==> config.mk <==
export PLATFORM = sky130hd
export DESIGN_NAME = cp0_reg_flat
export DESIGN_NICKNAME = d
export VERILOG_FILES = /design/src/rtl/cp0_reg_if.sv /design/src/rtl/cp0_reg.sv /design/src/flat_wrapper.sv
export SDC_FILE = /design/constraint.sdc
export NUM_CORES = 1
export LEC_CHECK = 0
export ABC_AREA = 0
export BUFFER_PORTS_ARGS = -buffer_cell sky130_fd_sc_hd__clkbuf_2
export CAP_MARGIN = 10
export CORE_AREA = 2 2 133 135
export DETAILED_ROUTE_END_ITERATION = 12
export DIE_AREA = 0 0 135 137
export GPL_TIMING_DRIVEN = 1
export PLACE_DENSITY = 0.85
export SLEW_MARGIN = 20
export SYNTH_ARGS = -nofsm -noshare
export SYNTH_HDL_FRONTEND = slang
export SYNTH_SLANG_ARGS = --single-unit
==> constraint.sdc <==
create_clock -name clk -period 2.8 [get_ports clk]
set_clock_uncertainty 0.15 [all_clocks]
set_input_delay 0.14 -clock clk [delete_from_list [all_inputs] [get_ports clk]]
set_output_delay 0.14 -clock clk [all_outputs]
set_load 0.02 [all_outputs]
==> src/rtl/cp0_reg_if.sv <==
// cp0_pkg: exception type codes and CP0 register numbers shared by the
// register file and its environment.
//
// cp0_reg_if: groups the pipeline-facing CP0 signals.
//   master modport: MEM/WB pipeline and exception unit side
//     (drives MTC0/MFC0 requests, exception commits and interrupt lines).
//   slave  modport: the CP0 register file
//     (returns MFC0 data, EPC/Status/Cause and the interrupt request).
//
// Signal summary:
//   we_i, waddr_i, wdata_i   MTC0 write request (register number, data)
//   raddr_i, rdata_o         MFC0 read (combinational data)
//   exc_flag_i, exc_type_i   exception/ERET commit and its resolved type
//   exc_pc_i, exc_baddr_i    faulting PC and bad address
//   exc_bd_i                 faulting instruction sits in a delay slot
//   hw_int_i                 external hardware interrupt lines
//   epc_o, status_o, cause_o raw register contents
//   exc_intr_o               enabled interrupt pending
//
// Handshake: there is no valid/ready pair on this bus. Every request
// (we_i, exc_flag_i) is a single-cycle strobe that is always accepted on
// the rising clk edge where it is high; the register file never stalls.

package cp0_pkg;

  typedef enum logic [3:0] {
    EXC_INTR  = 4'd0,
    EXC_ADEL1 = 4'd1,
    EXC_ADEL2 = 4'd2,
    EXC_ADES  = 4'd3,
    EXC_SYSC  = 4'd4,
    EXC_BP    = 4'd5,
    EXC_RI    = 4'd6,
    EXC_OV    = 4'd7,
    EXC_ERET  = 4'd8
  } exc_t;

  localparam logic [4:0] REG_BADVADDR = 5'd8;
  localparam logic [4:0] REG_COUNT    = 5'd9;
  localparam logic [4:0] REG_COMPARE  = 5'd11;
  localparam logic [4:0] REG_STATUS   = 5'd12;
  localparam logic [4:0] REG_CAUSE    = 5'd13;
  localparam logic [4:0] REG_EPC      = 5'd14;

endpackage

interface cp0_reg_if;
  import cp0_pkg::*;

  logic        we_i;
  logic [4:0]  waddr_i;
  logic [31:0] wdata_i;
  logic [4:0]  raddr_i;
  logic [31:0] rdata_o;
  logic        exc_flag_i;
  exc_t        exc_type_i;
  logic [31:0] exc_pc_i;
  logic [31:0] exc_baddr_i;
  logic        exc_bd_i;
  logic [5:0]  hw_int_i;
  logic [31:0] epc_o;
  logic [31:0] status_o;
  logic [31:0] cause_o;
  logic        exc_intr_o;

  modport master (
    output we_i, waddr_i, wdata_i, raddr_i,
    output exc_flag_i, exc_type_i, exc_pc_i, exc_baddr_i, exc_bd_i,
    output hw_int_i,
    input  rdata_o, epc_o, status_o, cause_o, exc_intr_o
  );

  modport slave (
    input  we_i, waddr_i, wdata_i, raddr_i,
    input  exc_flag_i, exc_type_i, exc_pc_i, exc_baddr_i, exc_bd_i,
    input  hw_int_i,
    output rdata_o, epc_o, status_o, cause_o, exc_intr_o
  );

endinterface

==> src/rtl/cp0_reg.sv <==
// cp0_reg: coprocessor-0 register file at the MEM/WB boundary.
// Holds BadVAddr, Count, Compare, Status, Cause and EPC; commits exception
// and ERET state, serves MFC0/MTC0, runs the Count/Compare timer and
// raises the interrupt request back to the exception unit.
//
// Ports:
//   clk     core clock
//   resetn  asynchronous active-low reset
//   bus     cp0_reg_if.slave (see the interface file for the signal list)
//
// Register layout:
//   Status: BEV[22]=1 (hardwired), IM[15:8], EXL[1], IE[0]; rest read 0.
//   Cause : BD[31], TI[30], IP[7:2]=[15:10] (hardware), IP[1:0]=[9:8]
//           (software), ExcCode[6:2]; rest read 0.

module cp0_reg
  import cp0_pkg::*;
(
  input  logic      clk,
  input  logic      resetn,
  cp0_reg_if.slave  bus
);

  // ------------------------------------------------------------------
  // Architectural state
  // ------------------------------------------------------------------
  logic [31:0] badvaddr;
  logic [31:0] count;
  logic [31:0] compare;
  logic [31:0] epc;
  logic        tick;

  logic [7:0]  status_im;
  logic        status_exl;
  logic        status_ie;

  logic        cause_bd;
  logic        cause_ti;
  logic [5:0]  cause_ip_hw;   // registered copy of hw_int_i
  logic [1:0]  cause_ip_sw;
  logic [4:0]  cause_code;

  // ------------------------------------------------------------------
  // Request decode
  // ------------------------------------------------------------------
  logic exc_commit;
  logic eret_commit;
  logic exc_take;
  logic mtc0;
  logic wr_count;
  logic wr_compare;
  logic wr_status;
  logic wr_cause;
  logic wr_epc;
  logic bad_addr_exc;
  logic [4:0]  exc_code_next;
  logic [31:0] epc_next;

  assign exc_commit  = bus.exc_flag_i;
  assign eret_commit = exc_commit && (bus.exc_type_i == EXC_ERET);
  assign exc_take    = exc_commit && (bus.exc_type_i != EXC_ERET);

  // The instruction doing an MTC0 is flushed by any same-cycle commit.
  assign mtc0        = bus.we_i && !exc_commit;
  assign wr_count    = mtc0 && (bus.waddr_i == REG_COUNT);
  assign wr_compare  = mtc0 && (bus.waddr_i == REG_COMPARE);
  assign wr_status   = mtc0 && (bus.waddr_i == REG_STATUS);
  assign wr_cause    = mtc0 && (bus.waddr_i == REG_CAUSE);
  assign wr_epc      = mtc0 && (bus.waddr_i == REG_EPC);

  assign bad_addr_exc = (bus.exc_type_i == EXC_ADEL1) ||
                        (bus.exc_type_i == EXC_ADEL2) ||
                        (bus.exc_type_i == EXC_ADES);

  // A delay-slot fault restarts at the branch, one word earlier.
  assign epc_next = bus.exc_bd_i ? (bus.exc_pc_i - 32'd4) : bus.exc_pc_i;

  always_comb begin
    exc_code_next = 5'h00;
    case (bus.exc_type_i)
      EXC_INTR:  exc_code_next = 5'h00;
      EXC_ADEL1: exc_code_next = 5'h04;
      EXC_ADEL2: exc_code_next = 5'h04;
      EXC_ADES:  exc_code_next = 5'h05;
      EXC_SYSC:  exc_code_next = 5'h08;
      EXC_BP:    exc_code_next = 5'h09;
      EXC_RI:    exc_code_next = 5'h0A;
      EXC_OV:    exc_code_next = 5'h0C;
      default:   exc_code_next = 5'h00;
    endcase
  end

  // ------------------------------------------------------------------
  // Timer: Count advances on every other cycle; TI latches a registered
  // Count==Compare and is cleared only by writing Compare.
  // ------------------------------------------------------------------
  always_ff @(posedge clk or negedge resetn) begin
    if (!resetn) begin
      tick     <= 1'b0;
      count    <= 32'd0;
      compare  <= 32'd0;
      cause_ti <= 1'b0;
    end else begin
      tick <= ~tick;
      if (wr_count) begin
        count <= bus.wdata_i;
      end else begin
        count <= count + {31'd0, tick};
      end
      if (wr_compare) begin
        compare <= bus.wdata_i;
      end
      // Clear has priority over a match seen in the same cycle.
      if (wr_compare) begin
        cause_ti <= 1'b0;
      end else if (count == compare) begin
        cause_ti <= 1'b1;
      end
    end
  end

  // ------------------------------------------------------------------
  // Status
  // ------------------------------------------------------------------
  always_ff @(posedge clk or negedge resetn) begin
    if (!resetn) begin
      status_im  <= 8'd0;
      status_exl <= 1'b0;
      status_ie  <= 1'b0;
    end else if (exc_take) begin
      status_exl <= 1'b1;
    end else if (eret_commit) begin
      status_exl <= 1'b0;
    end else if (wr_status) begin
      status_im  <= bus.wdata_i[15:8];
      status_exl <= bus.wdata_i[1];
      status_ie  <= bus.wdata_i[0];
    end
  end

  // ------------------------------------------------------------------
  // Cause (except TI, which lives with the timer)
  // ------------------------------------------------------------------
  always_ff @(posedge clk or negedge resetn) begin
    if (!resetn) begin
      cause_ip_hw <= 6'd0;
      cause_ip_sw <= 2'd0;
      cause_bd    <= 1'b0;
      cause_code  <= 5'd0;
    end else begin
      cause_ip_hw <= bus.hw_int_i;
      if (exc_take) begin
        cause_code <= exc_code_next;
        // A nested exception keeps the original BD/EPC context.
        if (!status_exl) begin
          cause_bd <= bus.exc_bd_i;
        end
      end else if (wr_cause) begin
        cause_ip_sw <= bus.wdata_i[9:8];
      end
    end
  end

  // ------------------------------------------------------------------
  // EPC and BadVAddr
  // ------------------------------------------------------------------
  always_ff @(posedge clk or negedge resetn) begin
    if (!resetn) begin
      epc <= 32'd0;
    end else if (exc_take) begin
      if (!status_exl) begin
        epc <= epc_next;
      end
    end else if (wr_epc) begin
      epc <= bus.wdata_i;
    end
  end

  always_ff @(posedge clk or negedge resetn) begin
    if (!resetn) begin
      badvaddr <= 32'd0;
    end else if (exc_take && bad_addr_exc) begin
      badvaddr <= bus.exc_baddr_i;
    end
  end

  // ------------------------------------------------------------------
  // Register views and outputs
  // ------------------------------------------------------------------
  logic [31:0] status_word;
  logic [31:0] cause_word;
  logic [7:0]  cause_ip;

  // IP7 is shared between hardware line 5 and the timer.
  assign cause_ip = {cause_ip_hw[5] | cause_ti, cause_ip_hw[4:0], cause_ip_sw};

  assign status_word = {9'd0, 1'b1, 6'd0, status_im, 6'd0, status_exl, status_ie};
  assign cause_word  = {cause_bd, cause_ti, 14'd0, cause_ip, 1'b0, cause_code, 2'b00};

  // MFC0 reads registered values only, so a write is visible next cycle.
  always_comb begin
    bus.rdata_o = 32'd0;
    case (bus.raddr_i)
      REG_BADVADDR: bus.rdata_o = badvaddr;
      REG_COUNT:    bus.rdata_o = count;
      REG_COMPARE:  bus.rdata_o = compare;
      REG_STATUS:   bus.rdata_o = status_word;
      REG_CAUSE:    bus.rdata_o = cause_word;
      REG_EPC:      bus.rdata_o = epc;
      default:      bus.rdata_o = 32'd0;
    endcase
  end

  assign bus.epc_o      = epc;
  assign bus.status_o   = status_word;
  assign bus.cause_o    = cause_word;
  assign bus.exc_intr_o = status_ie && !status_exl && (|(cause_ip & status_im));

endmodule

==> src/flat_wrapper.sv <==
// flat-port wrapper written by rule: the top's interface ports become plain ports
module cp0_reg_flat import cp0_pkg::*;
  (clk, resetn, bus_we_i, bus_waddr_i, bus_wdata_i, bus_raddr_i, bus_exc_flag_i, bus_exc_type_i, bus_exc_pc_i, bus_exc_baddr_i, bus_exc_bd_i, bus_hw_int_i, bus_rdata_o, bus_epc_o, bus_status_o, bus_cause_o, bus_exc_intr_o);
  cp0_reg_if bus_i ();
  input  logic clk;
  input  logic resetn;
  input wire logic [$bits(bus_i.we_i)-1:0] bus_we_i;
  input wire logic [$bits(bus_i.waddr_i)-1:0] bus_waddr_i;
  input wire logic [$bits(bus_i.wdata_i)-1:0] bus_wdata_i;
  input wire logic [$bits(bus_i.raddr_i)-1:0] bus_raddr_i;
  input wire logic [$bits(bus_i.exc_flag_i)-1:0] bus_exc_flag_i;
  input wire logic [$bits(bus_i.exc_type_i)-1:0] bus_exc_type_i;
  input wire logic [$bits(bus_i.exc_pc_i)-1:0] bus_exc_pc_i;
  input wire logic [$bits(bus_i.exc_baddr_i)-1:0] bus_exc_baddr_i;
  input wire logic [$bits(bus_i.exc_bd_i)-1:0] bus_exc_bd_i;
  input wire logic [$bits(bus_i.hw_int_i)-1:0] bus_hw_int_i;
  output wire logic [$bits(bus_i.rdata_o)-1:0] bus_rdata_o;
  output wire logic [$bits(bus_i.epc_o)-1:0] bus_epc_o;
  output wire logic [$bits(bus_i.status_o)-1:0] bus_status_o;
  output wire logic [$bits(bus_i.cause_o)-1:0] bus_cause_o;
  output wire logic [$bits(bus_i.exc_intr_o)-1:0] bus_exc_intr_o;
  assign bus_i.we_i = bus_we_i;
  assign bus_i.waddr_i = bus_waddr_i;
  assign bus_i.wdata_i = bus_wdata_i;
  assign bus_i.raddr_i = bus_raddr_i;
  assign bus_i.exc_flag_i = bus_exc_flag_i;
  assign bus_i.exc_type_i = bus_exc_type_i;
  assign bus_i.exc_pc_i = bus_exc_pc_i;
  assign bus_i.exc_baddr_i = bus_exc_baddr_i;
  assign bus_i.exc_bd_i = bus_exc_bd_i;
  assign bus_i.hw_int_i = bus_hw_int_i;
  assign bus_rdata_o = bus_i.rdata_o;
  assign bus_epc_o = bus_i.epc_o;
  assign bus_status_o = bus_i.status_o;
  assign bus_cause_o = bus_i.cause_o;
  assign bus_exc_intr_o = bus_i.exc_intr_o;
  cp0_reg u_core (.clk(clk), .resetn(resetn), .bus(bus_i));
endmodule
## Yosys cells after proc, flatten, opt, wreduce, memory -nomap -nowiden

Memories as Yosys holds them, arrays and structs flattened.
Cells that the tools add are included.

| word-level totals | value |
|---|---|
| output and inout port bits | 129 |
| memory bits (writable) | 0 |
| ROM bits | 32 |
| register bits after elaboration | 154 |
| memories | 1 |
| logic and storage cells | 75 |
| bits in latches | 0 |
| bits of input ports | 121 |

| cells by class | value |
|---|---|
| div/mod/pow operators | 0 |
| bitwise operators | 6 |
| shift-type cells | 0 |
| eq/ne operators | 18 |
| $add $sub $neg | 2 |
| $mul | 0 |
| reductions and logical operators | 23 |
| $lt $le $gt $ge | 0 |
| mux-type cells | 12 |

Memory list:

| name | depth | width | rd ports | clocked after Yosys merged registers in | write ports | RTL line | text |
|---|---|---|---|---|---|---|---|
| (no name shown) | 8 | 4 | 1 | 0 | 0 | cp0_reg.sv:80 | `case (bus.exc_type_i)` |

Operator list:

| kind | count |
|---|---|
| 32-bit one-hot mux with 6 select lines | 1 |
| 32-bit 2-to-1 mux | 5 |
| 5-bit by 4-bit equality test with 1-bit output (second input constant) | 11 |
| 32-bit by 1-bit adder with 32-bit output | 1 |
| 32-bit equality test | 1 |
| 32-bit by 3-bit subtractor with 32-bit output (second input constant) | 1 |
| 1-bit logical AND | 11 |
| 8-bit bitwise AND | 1 |
| 4-bit by 2-bit equality test with 1-bit output (second input constant) | 2 |
| 8-bit OR reduction | 1 |
| 2-bit AND reduction | 3 |
| 1-bit 2-to-1 mux | 5 |
| 5-bit 2-to-1 mux | 1 |
| 4-bit by 1-bit equality test with 1-bit output (second input constant) | 1 |
| 4-bit equality test (second input constant) | 1 |
| 4-bit != test (second input constant) | 1 |
| 1-bit inverter | 4 |
| 2-bit nonzero test | 2 |
| 3-bit AND reduction | 1 |
| 3-bit nonzero test | 1 |
| 1-bit zero test | 2 |
| 1-bit logical OR | 2 |
| 2-bit != test (second input constant) | 1 |
| 1-bit OR | 1 |

## Logic depth before layout (Yosys ltp)

| depth | value |
|---|---|
| depth in word-level cells | 6 |
| gate-level depth with buffers | 8 |
| depth with buffers taken out | 7 |

## Worst setup path before layout

No wires, ideal clock.

| path | value |
|---|---|
| path type | reg2reg |
| start point | register u_core.count[0] |
| end point | register u_core.count[26] |
| path slack | 0.667 ns |
| data arrival time | 1.851 ns |
| setup time | 0.132 ns |
| clock period less this slack | 2.133 ns |
| buffers on the path | 1 |
| data required time | 2.518 ns |
| cell stages (with the launch flop) | 9 |
| cells stage by stage | dfrtp_1 ha_1 ha_1 nand2_1 or4_1 buf_2 nor3b_2 xnor2_1 o21ai_1 |

| on the way | value |
|---|---|
| longest elaborated chain between the ends | 2 |

Ends and longest elaborated chain:

| element | RTL line | text |
|---|---|---|
| from (decl) | cp0_reg.sv:28 | `logic [31:0] count;` |
| from (signal assigned) | cp0_reg.sv:106 | `count <= bus.wdata_i;` |
| from (signal assigned) | cp0_reg.sv:108 | `count <= count + {31'd0, tick};` |
| 32-bit by 1-bit adder with 32-bit output | cp0_reg.sv:108 |  |
| 32-bit 2-to-1 mux | cp0_reg.sv:105 | `if (wr_count) begin` |

Every way passes these cells.
A chain may end at the register's enable or synchronous reset.

## Final worst setup path

| path | value |
|---|---|
| start point | input port bus_exc_type_i[1] |
| end point | register u_core.epc[0], in the netlist u_core.bus.epc_o[0] |

| on the way | value |
|---|---|
| longest elaborated chain between the ends | 4 |
| elaborated cells between the ends (all ways) | 6 |
| classes of those cells | eq/ne: 2; mux: 1; reduce/logical: 3 |

Ends and longest elaborated chain:

| element | RTL line | text |
|---|---|---|
| from (decl) | flat_wrapper.sv:12 | `input wire logic [$bits(bus_i.exc_type_i)-1:0] bus_exc_type_i;` |
| 4-bit != test * | cp0_reg.sv:61 | `assign exc_take = exc_commit && (bus.exc_type_i != EXC_ERET);` |
| 1-bit logical AND * | cp0_reg.sv:61 |  |
| 2-bit != test (no source line) / 2-bit nonzero test (equally long branches) | n/a |  |
| 2-bit AND reduction (no source line) | n/a |  |
| to (signal assigned) | cp0_reg.sv:172 | `epc <= epc_next;` |
| to (signal assigned) | cp0_reg.sv:175 | `epc <= bus.wdata_i;` |
| to (decl) | cp0_reg.sv:30 | `logic [31:0] epc;` |

Every way passes the cells marked *; elsewhere a longest branch is shown, timed or not.

==> reports/results.env <==
STATUS='complete, no violations'
GRT_ANTENNA_BEFORE_REPAIR=1
DRC=0
DIE_HEIGHT_UM=137
NETLIST_TOP_CELLS_AREA='sky130_fd_sc_hd__dfrtp_1, sky130_fd_sc_hd__nand2_1, sky130_fd_sc_hd__xnor2_1'
SLEW_VIOLATIONS=0
SYNTH-SEQ-CELLS=153
PLACEMENTROWS=48
WORST_SKEW_PAIR.LATE_LATENCY_NS=0.43
YOSYS.AREA.TOP_TYPE='sky130_fd_sc_hd__dfrtp_1'
SYNTHARSTFLOPSHARE_PCT=100
NUMCTSBUFFERS=17
WL_MET2_UM=14900
AREA.GROWTH.SYNTH_TO_FINAL_PCT=31.4
CRITPATHKIND='input port to flip-flop'
POST-CTS-SETUP-BUFFERS=0
DRT_FIRST_PASS_ITERS=9
SYNTH_ENABLE_FLOP_CELLS=0
DRT-VIAS-PER-INSTANCE=6.01
INITIAL_UTILIZATION_PCT=51.8
CP_MAX_FO=15
FLOORPLAN.DIE_AREA_UM2=18500
DRT_WL_TOTAL_UM=31900
CLK_ROOT_BUFFER_CELL='sky130_fd_sc_hd__clkbuf_16'
DETAILEDPLACEMENTHPWL_UM=21800
SETUP_TOTAL_NEGATIVE_SLACK_NS=0
UNREPAIRED_SETUP_ENDPOINTS_AFTER_GLOBAL_ROUTING='false'
GRT_START_MAX_NET_PINS=69
GRT_PASS1_VIAS=8774
POST-SYNTH-TOP-AREA-FRACTION_PCT=43.3
GROUTE.USAGE.OVERALL_PCT=34.7
PORT_BUFFERS=209
MULTI_INPUT_AREA_UM2=4490
NUMBER_OF_BUFFERS_BETWEEN_CLOCK_ROOT_AND_THE_DEEPEST_SINK=2
PLACEDCELLCOUNT=1338
CRIT_PATH_END_KIND='flip-flop'
CP.ARRIVAL_NS=2.69
MAXCAPVIOLCOUNT=0
SEQUENTIAL_CELL_AREA_UM2=3830
NUM-NETS-FINAL=1356
ANT_NETS=0
CTS.CLK_SLEW.WORST_PATHS_NS=0.06
INSTANCES_NO_FILL=1471
COREAREA_UM2=17100
YS.WARNINGS.COUNT=0
DESIGN.PORTCOUNT=250
WORSTPATHREQUIRED_NS=2.96
WORST_CASE_HEADROOM_TO_THE_MAX_SLEW_LIMIT_PCT=49.1
DETAILEDROUTE.FIRSTITERATIONVIOLATIONS=1388
STARTPOINT_TYPE_OF_THE_WORST_SETUP_PATH='input port'
VIAS=8844
SYNTH_FLOP_CELL='sky130_fd_sc_hd__dfrtp_1'
SYNTH_SEQUENTIAL_AREA_RATIO_PCT=43.3
WIRE_LENGTH_ON_MET3_UM=3930
DRT-MET1-WL_UM=11100
FINALCRITPERIODSHARE_PCT=90.4
POST_ROUTE_CELLS_DRIVE_ABOVE_1_SHARE_PCT=26.7
SYNTH_AREA_UM2=8840
SYNTH_CELL_TYPE_COUNT=62
MAXUSEDROUTINGLAYER='met4'
TIMING.HOLD.WORST.CLASS='input port to flip-flop'
TRITONCTS_CLOCK_TREE='built'
WL_PER_CELL_UM=21.7
SETUP_VIOLATIONS=0
SYN_AREA_PER_CELL_UM2=9.38
NUMCLOCKSINKS=153
GRT_REMAINING_OVERFLOW=0
PLACE.GP.CONGESTION=0.970
NUMBER_OF_H_TREE_LEVELS=4
POWER.IR.VDD_WORST_uV=462
MIN_PERIOD_NS=2.53
GRT_PASS1_WL_UM=48700
CLOCK.FMAX_GHz=0.395
POST_SYNTH_INST_COUNT=942
WORST_HOLD_SLACK_NS=0.00780
DIE_WIDTH_UM=135
TIGHTEST_SLEW_NS=0.761
FINALHOLDVIOLCOUNT=0
POWER_PER_CELL_AREA_nW_PER_UM2=676
LEAKAGE_nW=5.36
FILL_CELLS=1219
power breakdown:
| part | switching [W] | internal (W) |
|---|---|---|
| clock | 0.000951 | 0.00160 |
| sequential | 0.000638 | 0.00268 |
| combinational | 0.00112 | 0.000857 |
| total | 0.00271 | 0.00514 |
per-stage QoR:
| step | setup WS, ns | power, W | cell area [um^2] | util [%] |
|---|---|---|---|---|
| after floorplan | 0.667 | 0.00444 | 8980 | - |
| after global placement | 0.463 | 0.00501 | 9960 | 58.4 |
| after detailed placement | 0.416 | 0.00509 | 9960 | 58.4 |
| after CTS | 0.343 | 0.00774 | 11600 | 68.0 |
| after global routing | 0.232 | 0.00811 | 11600 | 68.0 |
| final | 0.267 | 0.00785 | 11600 | 68.0 |
flip-flops by register name (all words and copies together), names as in the netlist:
| name | flops |
|---|---|
| u_core.status_im | 8 |
| u_core.status_exl | 1 |
| u_core.badvaddr | 32 |
| u_core.cause_ti | 1 |
| u_core.bus.epc_o | 32 |
| u_core.cause_bd | 1 |
| u_core.cause_code | 4 |
| u_core.compare | 32 |
| u_core.cause_ip_hw | 6 |
| u_core.tick | 1 |
| u_core.cause_ip_sw | 2 |
| u_core.status_ie | 1 |
| u_core.count | 32 |
layout by cell type (no fill, tap or decap), types with 3 or more instances in the layout:
cell,netlist,layout
sky130_fd_sc_hd__nor3_2,9,12
sky130_fd_sc_hd__o21ai_1,27,27
sky130_fd_sc_hd__buf_4,51,28
sky130_fd_sc_hd__mux2_1,16,16
sky130_fd_sc_hd__dlygate4sd3_1,0,100
sky130_fd_sc_hd__clkinv_2,0,3
sky130_fd_sc_hd__and4_1,4,4
sky130_fd_sc_hd__a222oi_1,13,13
sky130_fd_sc_hd__o21ai_0,18,18
sky130_fd_sc_hd__nor3_1,11,8
sky130_fd_sc_hd__or3_1,3,3
sky130_fd_sc_hd__and3_1,9,9
sky130_fd_sc_hd__conb_1,2,40
sky130_fd_sc_hd__nand4_1,16,16
sky130_fd_sc_hd__clkbuf_2,2,208
sky130_fd_sc_hd__o22ai_1,16,16
sky130_fd_sc_hd__xnor2_1,60,60
sky130_fd_sc_hd__mux2_2,36,36
sky130_fd_sc_hd__nor4_1,7,6
sky130_fd_sc_hd__clkbuf_16,0,17
sky130_fd_sc_hd__inv_1,15,15
sky130_fd_sc_hd__nor2_1,36,34
sky130_fd_sc_hd__dfrtp_1,153,153
sky130_fd_sc_hd__nand3_1,20,20
sky130_fd_sc_hd__ha_1,3,3
sky130_fd_sc_hd__mux2i_1,6,6
sky130_fd_sc_hd__a22oi_1,51,51
sky130_fd_sc_hd__bufinv_16,0,5
sky130_fd_sc_hd__xor2_1,30,30
sky130_fd_sc_hd__a21oi_1,29,29
sky130_fd_sc_hd__nand2_1,191,191
sky130_fd_sc_hd__nand2b_1,5,5
sky130_fd_sc_hd__a22o_1,3,3
sky130_fd_sc_hd__nand4b_1,5,5
sky130_fd_sc_hd__nor2b_1,4,4
sky130_fd_sc_hd__or4_1,5,5
critical path, cell delays in order:
cell and delay (ns):
sky130_fd_sc_hd__dlygate4sd3_1 0.55, sky130_fd_sc_hd__clkbuf_2 0.16, sky130_fd_sc_hd__or4b_1 0.65, sky130_fd_sc_hd__nand2_1 0.14, sky130_fd_sc_hd__buf_4 0.23, sky130_fd_sc_hd__mux2i_1 0.19, sky130_fd_sc_hd__dlygate4sd3_1 0.57, sky130_fd_sc_hd__o21ai_1 0.06
worst paths after layout:
| kind | cells past startpoint | end | startpoint | slack (ns) |
|---|---|---|---|---|
| max | 8 | u_core.bus.epc_o[0] | bus_exc_type_i[1] | 0.27 |
| min reg2reg | 1 | u_core.tick | u_core.tick | 0.30 |
| min in group asynchronous | 2 | u_core.cause_code[1] | resetn | 0.12 |
| max in group asynchronous | 3 | u_core.count[24] | resetn | 1.65 |
| min | 4 | u_core.bus.epc_o[11] | bus_exc_pc_i[11] | 0.008 |
| max reg2reg | 7 | u_core.count[20] | u_core.count[0] | 0.30 |
cell families (layout without fill, tap and decap cells):
group	Yosys count	in the layout	share of synthesized area [%]
adders and majority gates	4	4	0.538
AOI/OAI and AO/OA	167	167	12.4
muxes	58	58	7.31
xor gates and xnor gates	90	90	8.92
DFF	153	153	43.3
and+or+nand+nor	347	347	19.6
buffers and inverters	121	386	7.90
other	2	41	0.0850
synth_stat cells, types with 9 or more instances:
library cell	n
sky130_fd_sc_hd__clkbuf_1	35
sky130_fd_sc_hd__o22ai_1	16
sky130_fd_sc_hd__xnor2_1	60
sky130_fd_sc_hd__inv_1	15
sky130_fd_sc_hd__nor3_2	9
sky130_fd_sc_hd__dfrtp_1	153
sky130_fd_sc_hd__and3_1	9
sky130_fd_sc_hd__mux2_1	16
sky130_fd_sc_hd__a222oi_1	13
sky130_fd_sc_hd__a21oi_1	29
sky130_fd_sc_hd__a22oi_1	51
sky130_fd_sc_hd__o21ai_0	18
sky130_fd_sc_hd__buf_4	51
sky130_fd_sc_hd__mux2_2	36
sky130_fd_sc_hd__o21ai_1	27
sky130_fd_sc_hd__nand2_1	191
sky130_fd_sc_hd__nand3_1	20
sky130_fd_sc_hd__nand4_1	16
sky130_fd_sc_hd__nor2_1	36
sky130_fd_sc_hd__buf_2	14
sky130_fd_sc_hd__nor3_1	11
sky130_fd_sc_hd__xor2_1	30
layout make-up:
type / count / share of cell area, %
antenna: 1 / 0.0216
clock buffer: 20 / 3.85
clock inverter: 12 / 1.70
inverter: 15 / 0.485
multi-input combinational: 706 / 38.7
sequential: 153 / 33.0
tap: 225 / 2.43
timing repair buffer: 339 / 19.8
timing repair:
action | 4_1_cts | 5_1_grt
hold buffers | 100 | 0
gates resized for setup | 0 | 0
hold endpoints to repair | 214 | 0
routing by layer:
| metal | vias to the layer above | track usage, % |
|---|---|---|
| met5 | - | 0 |
| met4 | 0 | 19.4 |
| met3 | 166 | 9.11 |
| met2 | 738 | 55.1 |
| met1 | 4150 | 43.3 |
| li1 | 3790 | - |
Power figures use the tool's default switching activity.
